===== src/rtl/uart_frame_pkg.sv =====
// Shared constants and state encodings for the UART frame receiver.
// F_CSUM is only reachable when UART_FRAME_CHECKSUM_EN is defined.
package uart_frame_pkg;

  localparam logic [7:0] FRAME_HDR = 8'hA5;
  localparam int         FRAME_LEN = 8;

  typedef enum logic [1:0] {
    B_IDLE,
    B_START,
    B_DATA,
    B_STOP
  } b_state_t;

  typedef enum logic [1:0] {
    F_HDR,
    F_PAY,
    F_CSUM
  } f_state_t;

endpackage


===== src/rtl/uart_frame_rx_byte.sv =====
// 8N1 byte receiver: two-flop RX synchroniser plus start/data/stop sampling FSM.
// Emits a one-cycle o_byte_vld or o_byte_ferr in the cycle after the stop sample.
module uart_byte_rx
  import uart_frame_pkg::*;
#(
  parameter int CLKS_PER_BIT = 104
) (
  input  logic       i_clk,
  input  logic       i_rst,
  input  logic       i_rx,
  output logic [7:0] o_byte,
  output logic       o_byte_vld,
  output logic       o_byte_ferr,
  output logic       o_idle,
  output b_state_t   o_state
);

  localparam int             CW      = $clog2(CLKS_PER_BIT);
  localparam logic [CW-1:0]  HALF_M1 = CW'(CLKS_PER_BIT / 2 - 1);
  localparam logic [CW-1:0]  FULL_M1 = CW'(CLKS_PER_BIT - 1);

  logic          r_sync1;
  logic          r_sync2;
  b_state_t      r_state;
  logic [CW-1:0] r_cnt;
  logic [2:0]    r_bit;
  logic [7:0]    r_shift;
  logic          r_vld;
  logic          r_ferr;

  always_ff @(posedge i_clk) begin
    if (i_rst) begin
      r_sync1 <= 1'b1;
      r_sync2 <= 1'b1;
      r_state <= B_IDLE;
      r_cnt   <= '0;
      r_bit   <= '0;
      r_shift <= '0;
      r_vld   <= 1'b0;
      r_ferr  <= 1'b0;
    end else begin
      r_sync1 <= i_rx;
      r_sync2 <= r_sync1;
      r_vld   <= 1'b0;
      r_ferr  <= 1'b0;
      case (r_state)
        B_IDLE: begin
          r_cnt <= '0;
          if (!r_sync2) r_state <= B_START;
        end
        B_START: begin
          // A start bit that is gone by mid-bit was a glitch.
          if (r_cnt == HALF_M1) begin
            r_cnt   <= '0;
            r_bit   <= '0;
            r_state <= r_sync2 ? B_IDLE : B_DATA;
          end else begin
            r_cnt <= r_cnt + 1'b1;
          end
        end
        B_DATA: begin
          if (r_cnt == FULL_M1) begin
            r_cnt   <= '0;
            r_shift <= {r_sync2, r_shift[7:1]};
            r_bit   <= r_bit + 1'b1;
            if (r_bit == 3'd7) r_state <= B_STOP;
          end else begin
            r_cnt <= r_cnt + 1'b1;
          end
        end
        B_STOP: begin
          if (r_cnt == FULL_M1) begin
            r_cnt   <= '0;
            r_vld   <= r_sync2;
            r_ferr  <= ~r_sync2;
            r_state <= B_IDLE;
          end else begin
            r_cnt <= r_cnt + 1'b1;
          end
        end
        default: r_state <= B_IDLE;
      endcase
    end
  end

  assign o_byte      = r_shift;
  assign o_byte_vld  = r_vld;
  assign o_byte_ferr = r_ferr;
  assign o_idle      = (r_state == B_IDLE);
  assign o_state     = r_state;

endmodule


===== src/rtl/uart_frame_rx.sv =====
// Frame parser: header 0xA5 + 8 payload bytes (+ checksum when UART_FRAME_CHECKSUM_EN
// is defined), committed atomically to DATA_IN0..7. CLK_HZ/BAUD must be at least 8.
module uart_frame_rx
  import uart_frame_pkg::*;
#(
  parameter int CLK_HZ       = 12000000,
  parameter int BAUD         = 115200,
  parameter int TIMEOUT_BITS = 20
) (
  input  logic       CLK,
  input  logic       RST,
  input  logic       RX,
  output logic [7:0] DATA_IN0,
  output logic [7:0] DATA_IN1,
  output logic [7:0] DATA_IN2,
  output logic [7:0] DATA_IN3,
  output logic [7:0] DATA_IN4,
  output logic [7:0] DATA_IN5,
  output logic [7:0] DATA_IN6,
  output logic [7:0] DATA_IN7,
  output logic       FRAME_STB,
  output logic       FRAME_ERR,
  output b_state_t   o_dbg_bstate,
  output f_state_t   o_dbg_fstate
);

  localparam int CLKS_PER_BIT = CLK_HZ / BAUD;
  localparam int TIMEOUT_CLKS = TIMEOUT_BITS * CLKS_PER_BIT;
  localparam int TW           = $clog2(TIMEOUT_CLKS);

  logic [7:0] w_byte;
  logic       w_byte_vld;
  logic       w_byte_ferr;
  logic       w_idle;
  logic       w_counting;
  logic       w_tmo_exp;
  logic [7:0] w_pay [FRAME_LEN];

  f_state_t   r_fstate;
  logic [2:0] r_idx;
  logic [7:0] r_shadow [FRAME_LEN];
  logic [7:0] r_data [FRAME_LEN];
  logic       r_stb;
  logic       r_err;
  logic [TW-1:0] r_tmo;
`ifdef UART_FRAME_CHECKSUM_EN
  logic [7:0] r_sum;
`endif

  uart_byte_rx #(
    .CLKS_PER_BIT(CLKS_PER_BIT)
  ) u_byte (
    .i_clk      (CLK),
    .i_rst      (RST),
    .i_rx       (RX),
    .o_byte     (w_byte),
    .o_byte_vld (w_byte_vld),
    .o_byte_ferr(w_byte_ferr),
    .o_idle     (w_idle),
    .o_state    (o_dbg_bstate)
  );

  // The timer only runs in the gaps between bytes of a frame in progress.
  assign w_counting = (r_fstate != F_HDR) && w_idle;
  assign w_tmo_exp  = w_counting && (r_tmo == TW'(TIMEOUT_CLKS - 1));

  // Shadow slots with the byte arriving this cycle merged in, so the last
  // payload byte can commit without an extra cycle.
  always_comb begin
    for (int i = 0; i < FRAME_LEN; i++) begin
      w_pay[i] = r_shadow[i];
      if (r_fstate == F_PAY && r_idx == 3'(i)) w_pay[i] = w_byte;
    end
  end

  always_ff @(posedge CLK) begin
    if (RST) begin
      r_fstate <= F_HDR;
      r_idx    <= '0;
      r_stb    <= 1'b0;
      r_err    <= 1'b0;
      r_tmo    <= '0;
`ifdef UART_FRAME_CHECKSUM_EN
      r_sum    <= '0;
`endif
      for (int i = 0; i < FRAME_LEN; i++) begin
        r_shadow[i] <= '0;
        r_data[i]   <= '0;
      end
    end else begin
      r_stb <= 1'b0;
      r_err <= 1'b0;
      if (w_byte_vld || r_fstate == F_HDR) r_tmo <= '0;
      else if (w_counting)                 r_tmo <= r_tmo + 1'b1;

      case (r_fstate)
        F_HDR: begin
          if (w_byte_vld && w_byte == FRAME_HDR) begin
            r_fstate <= F_PAY;
            r_idx    <= '0;
`ifdef UART_FRAME_CHECKSUM_EN
            r_sum    <= '0;
`endif
          end
        end
        F_PAY: begin
          if (w_byte_vld) begin
            r_shadow[r_idx] <= w_byte;
            r_idx           <= r_idx + 1'b1;
`ifdef UART_FRAME_CHECKSUM_EN
            r_sum           <= r_sum + w_byte;
            if (r_idx == 3'(FRAME_LEN - 1)) r_fstate <= F_CSUM;
`else
            if (r_idx == 3'(FRAME_LEN - 1)) begin
              for (int i = 0; i < FRAME_LEN; i++) r_data[i] <= w_pay[i];
              r_stb    <= 1'b1;
              r_fstate <= F_HDR;
            end
`endif
          end else if (w_byte_ferr || w_tmo_exp) begin
            r_err    <= 1'b1;
            r_fstate <= F_HDR;
          end
        end
`ifdef UART_FRAME_CHECKSUM_EN
        F_CSUM: begin
          if (w_byte_vld) begin
            if (8'(r_sum + w_byte) == 8'h00) begin
              for (int i = 0; i < FRAME_LEN; i++) r_data[i] <= w_pay[i];
              r_stb <= 1'b1;
            end else begin
              r_err <= 1'b1;
            end
            r_fstate <= F_HDR;
          end else if (w_byte_ferr || w_tmo_exp) begin
            r_err    <= 1'b1;
            r_fstate <= F_HDR;
          end
        end
`endif
        default: r_fstate <= F_HDR;
      endcase
    end
  end

  assign DATA_IN0     = r_data[0];
  assign DATA_IN1     = r_data[1];
  assign DATA_IN2     = r_data[2];
  assign DATA_IN3     = r_data[3];
  assign DATA_IN4     = r_data[4];
  assign DATA_IN5     = r_data[5];
  assign DATA_IN6     = r_data[6];
  assign DATA_IN7     = r_data[7];
  assign FRAME_STB    = r_stb;
  assign FRAME_ERR    = r_err;
  assign o_dbg_fstate = r_fstate;

endmodule


===== config.mk =====
export PLATFORM = sky130hd
export DESIGN_NAME = uart_frame_rx
export DESIGN_NICKNAME = d
export VERILOG_FILES = /design/src/rtl/uart_frame_pkg.sv /design/src/rtl/uart_frame_rx_byte.sv /design/src/rtl/uart_frame_rx.sv
export SDC_FILE = /design/constraint.sdc
export NUM_CORES = 1
export LEC_CHECK = 0
export CORE_MARGIN = 2
export CORE_UTILIZATION = 46
export DETAILED_ROUTE_END_ITERATION = 12
export GPL_TIMING_DRIVEN = 1
export PLACE_DENSITY_LB_ADDON = 0.25
export SETUP_SLACK_MARGIN = 0.4
export SLEW_MARGIN = 20
export SYNTH_ARGS = -nofsm -noshare
export SYNTH_HDL_FRONTEND = slang
export SYNTH_SLANG_ARGS = --single-unit

===== constraint.sdc =====
create_clock -name CLK -period 6.6 [get_ports CLK]
set_input_delay 1.32 -clock CLK [delete_from_list [all_inputs] [get_ports CLK]]
set_output_delay 1.32 -clock CLK [all_outputs]
set_load 0.02 [all_outputs]

==> metrics, run 1 <==
DRC viols 0; Max-Cap Viols 0; class of the worst hold path reg -> reg; CTS tree built; number of synthesized flops with an enable pin 128; PostCTS Resize Cnt 0; I/O Pins 73; Post-Route Skew 8.18 ps; Vias about 4,800; PwrDens 259 nW/µm²; Final period util about half; status finished clean; top cells by area, synth edfxtp_1 (52%), dfxtp_1 (11%), and2_1 (5.7%); max-slew violation count 0; grt ovf 0; most numerous cell in the Yosys netlist edfxtp_1; reg2reg path depth 5; core area about 16,000 µm²; DR WL/cell about 16 µm; vias in the first global route 4,639; post-detail-place hpwl 9140 µm; CP Capture Type primary output; Buffers on Ports 71; complex-gate fraction of the synthesized area 5.16%; CP peak stage delay 820 ps; f_max slightly above 300 MHz; number of distinct library cells after synthesis 52; post-route setup TNS 0 ps; simple-gate area share of the yosys netlist 20.1%; WP depth 1; CTS Sinks 170; Clk pin slew, worst setup/hold paths approximately 60 ps; post-route minimum period between 3000 and 4000 ps; post-synth top area share roughly 52%; CTS max path bufs 2; post-CTS setup buffer count 0; CP endpoint o_dbg_fstate[0]; DR iter-0 viols around 340; Adder-Cell Fraction of Synth Area 2.52%; Synth top cells by count edfxtp_1 (128), and2_1 (68), nand2_1 (62), nor2_1 (59), a21oi_1 (44); syn_area_per_cell 11.8 µm²; xor/xnor share of the synthesized area 1.29%; worst slew pin tran 914 ps; mux cell area share after synthesis 4.97%; CP bufs+invs 1; Hold Buf Count CTS 0; Critical Path, Cell by Cell clkdlybuf4s50_1; slowest CP cell dfxtp_1; GP Congestion around 0.80; final hold violations 0; DR vias/cell between 5 and 6; top_reg_cell synth edfxtp_1; Slew HR 39.0%; Horiz. Die Dim 131 µm; RSZ-0062 raised after global routing false; Worst Path Class, Setup reg -> out; synthesized flop and latch total 170; cell family with most CP delay flip-flops; R2R Setup Slk 3710 ps; critical path peak fanout 23; Final Hold Slack approximately 420 ps; Post-Syn Nets 650; crit path DAT 1990 ps; Critical Path RT 5280 ps; Leak 3.35 nW; CTS Root Cell clkbuf_16; maximum number of pins on one net before global-route repair 50; Initial Util about 47%; largest family of logic cells by synthesized area simple AND/OR/NAND/NOR gates; share of post-route cells with drive strength above 1 8.02%; async set-reset flop share out of synthesis 0%; first-pass GRT wire length 23,400 µm; ant diodes 0; worst ir drop on vdd about 170 µV; H-tree lvl count 4; gr usage total ~17%; die area approximately 17,000 µm²; Area Overhead vs Synth 19.0%; Clock Latency Late Sink 430 ps; Die Ht 131 µm; Final Setup Violations 0; row count 46; Layout Nets 703; Filler cells around 1,300; Mapped Cells 632; CTS Buf Count 17; drt pass-1 iters 5; largest area contributor in the netlist edfxtp_1; initial antenna violation count 0; number of synthesis warnings 0; Reg-to-Reg End r_data[0][22]; post-synthesis sequential area ratio 62.9%; final wirelength 14,500 µm; worst flop-to-flop path startpoint r_idx[1]; worst setup path start o_dbg_fstate[0]; antenna viol nets, final 0; Synth Cell Area 7440 µm²; Worst Setup Start Kind register
==> cells by family after synthesis <==
family          Yosys count
mux                      37
buf+inv                  52
simple gates            282
xor+xnor                 11
fa+ha+maj                15
other cells               1
flops                   170
compound gates           64
==> worst min-delay path by stage <==
| stage | startpoint | end | depth (start not counted) | slack [ps] |
|---|---|---|---|---|
| after floorplan | u_byte.r_sync1 | u_byte.r_sync2 | 1 | 390 |
| after global placement | u_byte.r_sync1 | u_byte.r_sync2 | 1 | 400 |
| after detailed placement | u_byte.r_sync1 | u_byte.r_sync2 | 1 | 400 |
| after CTS | u_byte.r_sync1 | u_byte.r_sync2 | 1 | 420 |
| after global routing | u_byte.r_sync1 | u_byte.r_sync2 | 1 | 420 |
| final | u_byte.r_sync1 | u_byte.r_sync2 | 1 | 420 |
==> state kept, by name, indices dropped and copies added (netlist names), 3 cells and up, named ones only <==
signal / count
u_byte.o_byte: 8
r_tmo: 12
r_idx: 3
r_shadow: 64
r_data: 64
u_byte.r_cnt: 7
u_byte.r_bit: 3
==> cell usage in the layout (no fill, tap or decap), types with 3 or more instances in the layout <==
master           synthesis  routed
nor2_1                  59      59
clkbuf_1                23       5
dfxtp_1                 42      42
a21oi_1                 44      44
clkdlybuf4s50_1          0      71
buf_4                    1       4
inv_1                   11      11
nand2_1                 62      62
nand4_1                  4       4
ha_1                    15      15
edfxtp_1               128     128
clkbuf_16                0      18
nand2b_1                 5       5
nand3b_1                 6       6
or3_1                    4       4
or2_2                   10      10
xor2_1                   6       6
xnor2_1                  5       5
mux2i_1                 37      37
clkinv_2                 0       3
o21ai_0                  6       6
nand3_1                 41      41
and2_1                  68      68
==> cell type report <==
| type | instances | area (µm²) | share of cell area (%) |
|---|---|---|---|
| clock buffers | 24 | 483 | 5.45 |
| flip-flops and latches | 170 | 4680 | 52.9 |
| multi-input cells | 410 | 2540 | 28.7 |
| repair buffers | 75 | 741 | 8.36 |
| well taps | 216 | 270 | 3.05 |
| inverters | 11 | 41.3 | 0.466 |
| clock inverters | 8 | 93.8 | 1.06 |
==> where the power goes <==
| part | internal (W) | switching, W | total, W |
|---|---|---|---|
| registers | 0.00119 | 0.0000136 | 0.00120 |
| clock network | 0.000586 | 0.000377 | 0.000962 |
| logic | 0.0000551 | 0.0000746 | 0.000130 |
| total | 0.00183 | 0.000465 | 0.00229 |
==> per-stage QoR <==
step | cells | worst slack (ps) | total power (W) | cell area (µm²) | utilization [%]
detailed placement | 882 | 2970 | 0.00135 | 8280 | 52.3
finish | 914 | 3290 | 0.00229 | 8860 | 56.0
CTS | 914 | 3270 | 0.00231 | 8860 | 56.0
global placement | 882 | 3060 | 0.00135 | 8280 | 52.3
global route | 914 | 3190 | 0.00236 | 8860 | 56.0
floorplan | 632 | 3000 | 0.00130 | 7440 | -
==> metal layers <==
layer | share of wire [%] | GRT usage, % | up-vias | routed length, µm
li1 | - | - | 2323 | -
met1 | 44 | 21.0 | 2346 | 6400
met2 | 49 | 29.6 | 142 | 7100
met3 | 4.7 | 3.74 | 25 | 683
met4 | 2.0 | 7.37 | 0 | 289
met5 | 0 | 0 | - | 0
Power figures use the tool's default switching activity.
==> run 2, diff against run 1 <==
==> constraint.sdc (replaced) <==
create_clock -name CLK -period 3 [get_ports CLK]
set_input_delay 0.6 -clock CLK [delete_from_list [all_inputs] [get_ports CLK]]
set_output_delay 0.6 -clock CLK [all_outputs]
set_load 0.02 [all_outputs]
==> run 2 against run 1 <==
Clock-buffer cell count decreased by 6. Sequential share of layout area decreased by 0.93 points. Worst hold slack got worse by 3.7 ps. Critical path depth unchanged. Flip-flop and latch count unchanged. Clock skew increased by 6.1 ps. Non-clock buffer count increased by 12. Combinational power increased by 120%. Global-route usage increased by 0.35 points. Sequential power increased by 120%. Critical path type unchanged. Largest power group unchanged.
==> metrics, run 2 (synthesized netlist as in run 1, its figures left out) <==
PostCTS Resize Cnt 0; ant diodes 0; post-route setup TNS 0 ps; CTS tree built; CP Capture Type primary output; Worst Min Path Start u_byte.r_sync1; Reg-to-Reg End r_data[0][8]; share of post-route cells with drive strength above 1 10.3%; maximum number of pins on one net before global-route repair 53; cell family with most CP delay buffers and inverters; register share of total power roughly 50%; Net Sw Frac 21.1%; Final Hold Slack 412 ps; Post-Route Skew 14.3 ps; post-detail-place hpwl 9440 µm; die area 17,200 µm²; initial antenna violation count 0; Area Overhead vs Synth 21.1%; CTS Buf Count 17; worst slew pin tran 526 ps; Slew HR 64.5%; Final Util 57.0%; I/O Pins 73; DRC viols 0; hold depth 1; Vias 4,861; Critical Path, Cell by Cell clkdlybuf4s50_1; critical path peak fanout 12; drt pass-1 iters 4; max-slew violation count 0; DR WL/cell 15.9 µm; Hold Buf Count CTS 0; Hold Path Sink u_byte.r_sync2; CTS Root Cell clkbuf_16; Critical Path RT between 2000 and 2500 ps; Clk pin slew, worst setup/hold paths 60 ps; DP Cell Count 894; DR iter-0 viols 290; post-CTS setup buffer count 0; CTS Sinks 170; H-tree lvl count 4; CP peak stage delay approximately 690 ps; Worst Setup Start Kind register; first-pass GRT wire length 23,600 µm; Filler cells ~1,300; CP bufs+invs 1; GP Congestion 0.810; commonest non-fill, non-tap cell in the layout edfxtp_1; gr usage total 17.6%; Worst Path Class, Setup reg -> out; RSZ-0062 raised after global routing false; core area 15,800 µm²; row count 46; class of the worst hold path reg -> reg; Clk pwr share 44.4%; worst flop-to-flop path startpoint r_idx[1]; commonest cells after routing, fill and taps aside edfxtp_1 (128), clkdlybuf4s50_1 (71), and2_1 (68); final hold violations 0; Logic pwr share 5.4%; Die Ht 131 µm; final wirelength 14,700 µm; Initial Util 47.0%; crit path DAT 1730 ps; leading registers by flop count r_data x64, r_shadow x64, r_tmo x12; slowest CP cell clkdlybuf4s50_1; Buffers on Ports 71; internal power 0.00416 W; Clock Latency Late Sink 440 ps; Layout Nets 715; post-route minimum period 2330 ps; grt ovf 0; Final period util between 70% and 80%; worst slack, placed 422 ps; status finished clean; vias in the first global route 4,624; antenna viol nets, final 0; DR vias/cell 5.25; Non-Filler Instances 926; PwrDens about 600 nW/µm²; R2R Setup Slk 810 ps; reg2reg path depth 5; Horiz. Die Dim 131 µm; Leak 3.44 nW; Max-Cap Viols 0; Net Sw Power around 0.0011 W; Final Setup Violations 0; Final WS setup 666 ps; CTS max path bufs 2; worst ir drop on vdd 415 µV; f_max approximately 430 MHz
run 2: routing by layer:
layer  GRT usage, %  wire [µm]  vias to the layer above
met5              0          0                        -
met4           7.79        260                        0
met3           4.17        722                       20
met2           29.3       7190                      154
met1           21.9       6520                     2342
li1               -          -                     2345
run 2: worst max path at each step:
stage	cells after the start	endpoint	from
2_1_floorplan	3	r_data[0][0]	RST
3_3_place_gp	5	r_data[1][13]	RST
3_5_place_dp	5	r_shadow[7][6]	RST
4_1_cts	1	o_dbg_fstate[0]	o_dbg_fstate[0]
5_1_grt	1	o_dbg_fstate[0]	o_dbg_fstate[0]
6_report	1	o_dbg_fstate[0]	o_dbg_fstate[0]
run 2: per-stage QoR:
| stage | power, W | cell area, µm² |
|---|---|---|
| after floorplan | 0.00285 | 7450 |
| after global placement | 0.00298 | 8380 |
| after global routing | 0.00543 | 9010 |
| after detailed placement | 0.00298 | 8380 |
| after CTS | 0.00530 | 9010 |
| final | 0.00527 | 9010 |
run 2: cell type report:
class	instances	area (µm²)	share of cell area, %
Sequential cell	170	4680	52.0
Multi-Input combinational cell	410	2540	28.2
Timing Repair Buffer	87	843	9.35
Clock buffer	18	439	4.87
Tap cell	216	270	3.00
Clock inverter	14	194	2.15
Inverter	11	41.3	0.458
run 2: power by group through the flow:
stage               combinational [W]  clock (W)  sequential (W)
CTS                          0.000289    0.00237         0.00264
detailed placement           0.000288          0         0.00269
finish                       0.000285    0.00234         0.00264
global route                 0.000305    0.00247         0.00265
global placement             0.000284          0         0.00269
floorplan                   0.0000998          0         0.00275
==> patch 1 (flow settings as in run 1) <==
Change the package constant `FRAME_LEN` from 8 to 16.
--- a/src/rtl/uart_frame_pkg.sv
+++ b/src/rtl/uart_frame_pkg.sv
@@ -5,3 +5,3 @@
   localparam logic [7:0] FRAME_HDR = 8'hA5;
-  localparam int         FRAME_LEN = 8;
+  localparam int         FRAME_LEN = 16;
 
Function: same outputs for any inputs over 10 cycles, from zero or initial values and one cycle with RST high; that may be too few to reach the edited logic, so the function may still have changed.
==> patch 1 against run 1 <==
Register-to-register slack improved by 0.52 ns; setup slack got worse by 0.0066 ns; critical endpoint unchanged; hold slack got worse by 0.0051 ns; power fell by 4.5%; design area fell by 5.0%; synthesized area fell by 5.4%; routed wire length fell by 7.3%; sequential cell count fell by 8.
==> patch 1: results (changes against run 1) <==
Global route
  – First-pass GRT wire length: 21600 um (was 23400 um)
  – Vias in the first global route: 4297 (was 4639)
  – Largest net degree at the start of global routing: 65 (was 50)

Placed design
  – Placer Congestion: 0.780 (was 0.799)
  – Post-DP HPWL: 8260 um (was 9140 um)
  – Inst Count DP: 822 (was 882)

Power
  – Peak VDD IR: 0.180 mV (was 0.169 mV)
  – Int Power: 1750 uW (was 1830 uW)
  – Leak Pwr: 0.00320 uW (was 0.00335 uW)

Worst setup path
  – CP Max Fanout: 22 (was 23)
  – WP data arrival: 2.00 ns

Synth
  – Post-synth EDFFs: 120 (was 128)
  – Most frequent cells after synthesis: 120 x edfxtp_1, 69 x and2_1, 57 x nor2_1, 48 x nand2_1, 45 x clkbuf_1 (was 128 x edfxtp_1, 68 x and2_1, 62 x nand2_1, 59 x nor2_1, 44 x a21oi_1)
  – Sequential fraction of the synthesis area: 63.1% (was 62.9%)
  – Main area contributors after synthesis: edfxtp_1 51%, dfxtp_1 12%, and2_1 6.1% (was edfxtp_1 52%, dfxtp_1 11%, and2_1 5.7%)
  – Yosys cell types: 44 (was 52)
  – Syn Inst Count: 610 (was 632)
  – Syn_nets: 628 (was 650)

Detailed routing
  – DRT iter0 DRCs: 226 (was 336)
  – DR vias/cell: 5.27 (was 5.29)
  – Initial DRT Pass Iterations: 4 (was 5)
  – Vias: 4500 (was 4836)
  – Routed wire per std cell: 15.7 um (was 15.8 um)

Outcome
  – Status: complete, no violations (unchanged)

Finish
  – Fill cells: 1269 (was 1315)
  – Layout cells sized above 1: 6.91% (was 8.02%)
  – Regs by FF count: r_data (64), r_shadow (56), r_tmo (12) (was r_data (64), r_shadow (64), r_tmo (12))

Min path
  – HP Class: flop to flop (unchanged)

STA
  – Slew Limit Headroom: 42.2% (was 39.0%)
  – Skew final: 0.00578 ns (was 0.00818 ns)
==> patch 1: cell count changes after synthesis, moves of 3 or more <==
| cell | before | now |
|---|---|---|
| clkbuf_1 | 23 | 45 |
| buf_2 | 16 | 0 |
| nand2_1 | 62 | 48 |
| and3_1 | 1 | 9 |
| edfxtp_1 | 128 | 120 |
| nand3b_1 | 6 | 0 |
| a21oi_1 | 44 | 41 |
| buf_1 | 1 | 4 |
| mux2i_1 | 37 | 34 |
| o31ai_1 | 0 | 3 |
| or4_1 | 0 | 3 |
==> patch 1: power by group through the flow <==
stage	clock [uW]	combinational [uW]	sequential (uW)
finish	962	100	1130
global route	1010	109	1130
CTS	974	102	1130
detailed placement	0	101	1150
global placement	0	99.6	1150
floorplan	0	36.4	1170
==> patch 1: kinds of logic after synthesis <==
logic type | Yosys count | synth area share, %
other | 1 | 0.0533
flip-flops | 162 | 63.1
AO/OA/AOI/OAI | 64 | 5.29
multiplexers | 34 | 4.83
adder cells (fa/ha/maj) | 15 | 2.67
buffers and inverters | 60 | 3.25
XOR/XNOR | 11 | 1.37
AND/OR/NAND/NOR | 263 | 19.4
==> patch 1: path summary, 6_finish.rpt <==
kind	startpoint	to	slack, ns	depth (start not counted)
setup reg to reg	o_dbg_fstate[0]	r_shadow[2][4]	4.23	4
setup / recovery	o_dbg_fstate[0]	o_dbg_fstate[0]	3.28	1
hold / removal	u_byte.r_sync1	u_byte.r_sync2	0.41	1
hold reg to reg	u_byte.r_sync1	u_byte.r_sync2	0.41	1
==> patch 1: cell type report <==
type / instances / area share (%)
clock buffers: 20 / 5.19
clock inverters: 12 / 1.67
inverters: 10 / 0.446
multi-input cells: 388 / 28.3
flip-flops and latches: 162 / 52.8
well taps: 188 / 2.80
repair buffers: 74 / 8.72
==> patch 1: per-layer routing <==
metal,share of wire (%),track usage [%]
met5,0,0
met4,2.2,8.79
met3,4.2,3.71
met2,49,28.2
met1,45,21.8
==> patch 1: per-stage QoR <==
| step | hold slack (ns) | instance area, um^2 | total power (uW) | worst slack [ns] |
|---|---|---|---|---|
| 2_1_floorplan | 0.389 | 7040 | 1210 | 3.48 |
| 3_3_place_gp | 0.398 | 7830 | 1250 | 2.65 |
| 3_5_place_dp | 0.398 | 7830 | 1250 | 2.50 |
| 4_1_cts | 0.413 | 8400 | 2210 | 2.94 |
| 5_1_grt | 0.429 | 8410 | 2250 | 3.09 |
| 6_report | 0.410 | 8410 | 2190 | 3.28 |
==> patch 2 (config.mk and constraints of run 1) <==
Made on the original files. Register the outputs `DATA_IN0`, `DATA_IN1`, `DATA_IN2`, `DATA_IN3`, `DATA_IN4`, `DATA_IN5`, `DATA_IN6` and `DATA_IN7`, cleared by the reset; this adds one clock of latency there. The other outputs are not delayed to match.
--- a/src/rtl/uart_frame_rx.sv
+++ b/src/rtl/uart_frame_rx.sv
@@ -145,10 +145,23 @@
 
-  assign DATA_IN0     = r_data[0];
-  assign DATA_IN1     = r_data[1];
-  assign DATA_IN2     = r_data[2];
-  assign DATA_IN3     = r_data[3];
-  assign DATA_IN4     = r_data[4];
-  assign DATA_IN5     = r_data[5];
-  assign DATA_IN6     = r_data[6];
-  assign DATA_IN7     = r_data[7];
+  always_ff @(posedge CLK) begin
+    if (RST) begin
+      DATA_IN0 <= '0;
+      DATA_IN1 <= '0;
+      DATA_IN2 <= '0;
+      DATA_IN3 <= '0;
+      DATA_IN4 <= '0;
+      DATA_IN5 <= '0;
+      DATA_IN6 <= '0;
+      DATA_IN7 <= '0;
+    end else begin
+      DATA_IN0 <= r_data[0];
+      DATA_IN1 <= r_data[1];
+      DATA_IN2 <= r_data[2];
+      DATA_IN3 <= r_data[3];
+      DATA_IN4 <= r_data[4];
+      DATA_IN5 <= r_data[5];
+      DATA_IN6 <= r_data[6];
+      DATA_IN7 <= r_data[7];
+    end
+  end
   assign FRAME_STB    = r_stb;
Function: no difference found for any inputs over 10 cycles, from zero or initial values and one cycle with RST high; that may be too few to reach the edited logic, so the function may still have changed.
==> patch 2 against run 1 <==
Via count rose by 16%; setup slack improved by 0.36 ns; synthesized area rose by 23%; cell count rose by 22%; design area rose by 22%; sequential cell count rose by 64; maximum frequency rose by 12%; first-iteration DRC count fell by 15%; power rose by 31%; routed wire length rose by 16%; critical path depth did not move; core utilization fell by 0.78 points.
==> patch 2: results (changes against run 1) <==
Worst setup path
  – Crit. Startpoint: u_byte.o_state[0] (was o_dbg_fstate[0])
  – Crit-path leading delay family: buffers and inverters (was flip-flops)
  – CP Max Fanout: 7 (was 23)
  – WP data arrival: 1.63 ns (was 1.99 ns)
  – Worst reg2reg endpoint: r_data[0][4] (was r_data[0][22])
  – Worst path slowest cell: clkdlybuf4s50_1 (was dfxtp_1)
  – Reg2reg setup slack: 3.89 ns (was 3.71 ns)

Synth
  – Sequential fraction of the synthesis area: 65.1% (was 62.9%)
  – Syn_nets: 799 (was 650)
  – Synth Area in XOR/XNOR: 1.24% (was 1.29%)
  – Main area contributors after synthesis: edfxtp_1 42%, dfxtp_1 23%, nor2b_1 4.6% (was edfxtp_1 52%, dfxtp_1 11%, and2_1 5.7%)
  – Area share of fa/ha/maj cells after synthesis: 2.05% (was 2.52%)
  – Post-synthesis mux area share: 3.82% (was 4.97%)
  – Compound-cell area share of the yosys netlist: 4.14% (was 5.16%)

Placed design
  – Post-placement cell area: 10000 um^2 (was 8280 um^2)
  – Post-DP HPWL: 10500 um (was 9140 um)

Clock network
  – CTS buffer count: 24 (was 17)
  – Htree depth: 1 (was 4)

Global route
  – First-pass GRT wire length: 28100 um (was 23400 um)
  – Largest net degree at the start of global routing: 90 (was 50)

Power
  – Net Sw Frac: 20.0% (was 20.3%)
  – Leak Pwr: 0.00407 uW (was 0.00335 uW)
  – P_seq: 1590 uW (was 1200 uW)

Finish
  – Inverters: 9 (was 11)
  – Layout cells sized above 1: 6.60% (was 8.02%)
  – Data buffer area share: 6.92% (was 8.36%)
  – Register Area: 5970 um^2 (was 4680 um^2)
  – Fill cells: 1619 (was 1315)

Outcome
  – Status: complete, no violations (unchanged)

STA
  – Worst slew pin tran: 0.930 ns (was 0.914 ns)
  – Skew final: 0.0163 ns (was 0.00818 ns)
==> patch 2: cell types whose count changed after synthesis, sizes merged, moves of 4 or more <==
cell and delta:
clkbuf +12, dfxtp +64, nand2 +7, nand3 +8, nand3b -4, nor2b +67
nor4 +4
==> patch 2: stage by stage <==
step | worst slack, ns | std cells | hold WS [ns] | utilization, % | power (uW)
after floorplan | 2.70 | 781 | 0.389 | - | 1690
after global placement | 3.53 | 1069 | 0.408 | 51.2 | 1740
after detailed placement | 3.42 | 1069 | 0.410 | 51.2 | 1740
after CTS | 3.65 | 1113 | 0.430 | 55.2 | 3040
final | 3.65 | 1113 | 0.432 | 55.2 | 3020
after global routing | 3.60 | 1113 | 0.447 | 55.2 | 3120
==> patch 2: routing by layer <==
metal	global-route usage, %	vias to the layer above	routed length (um)
li1	-	2760	-
met1	21.4	2659	7350
met2	27.7	157	8200
met3	2.39	36	864
met4	5.44	0	425
met5	0	-	0
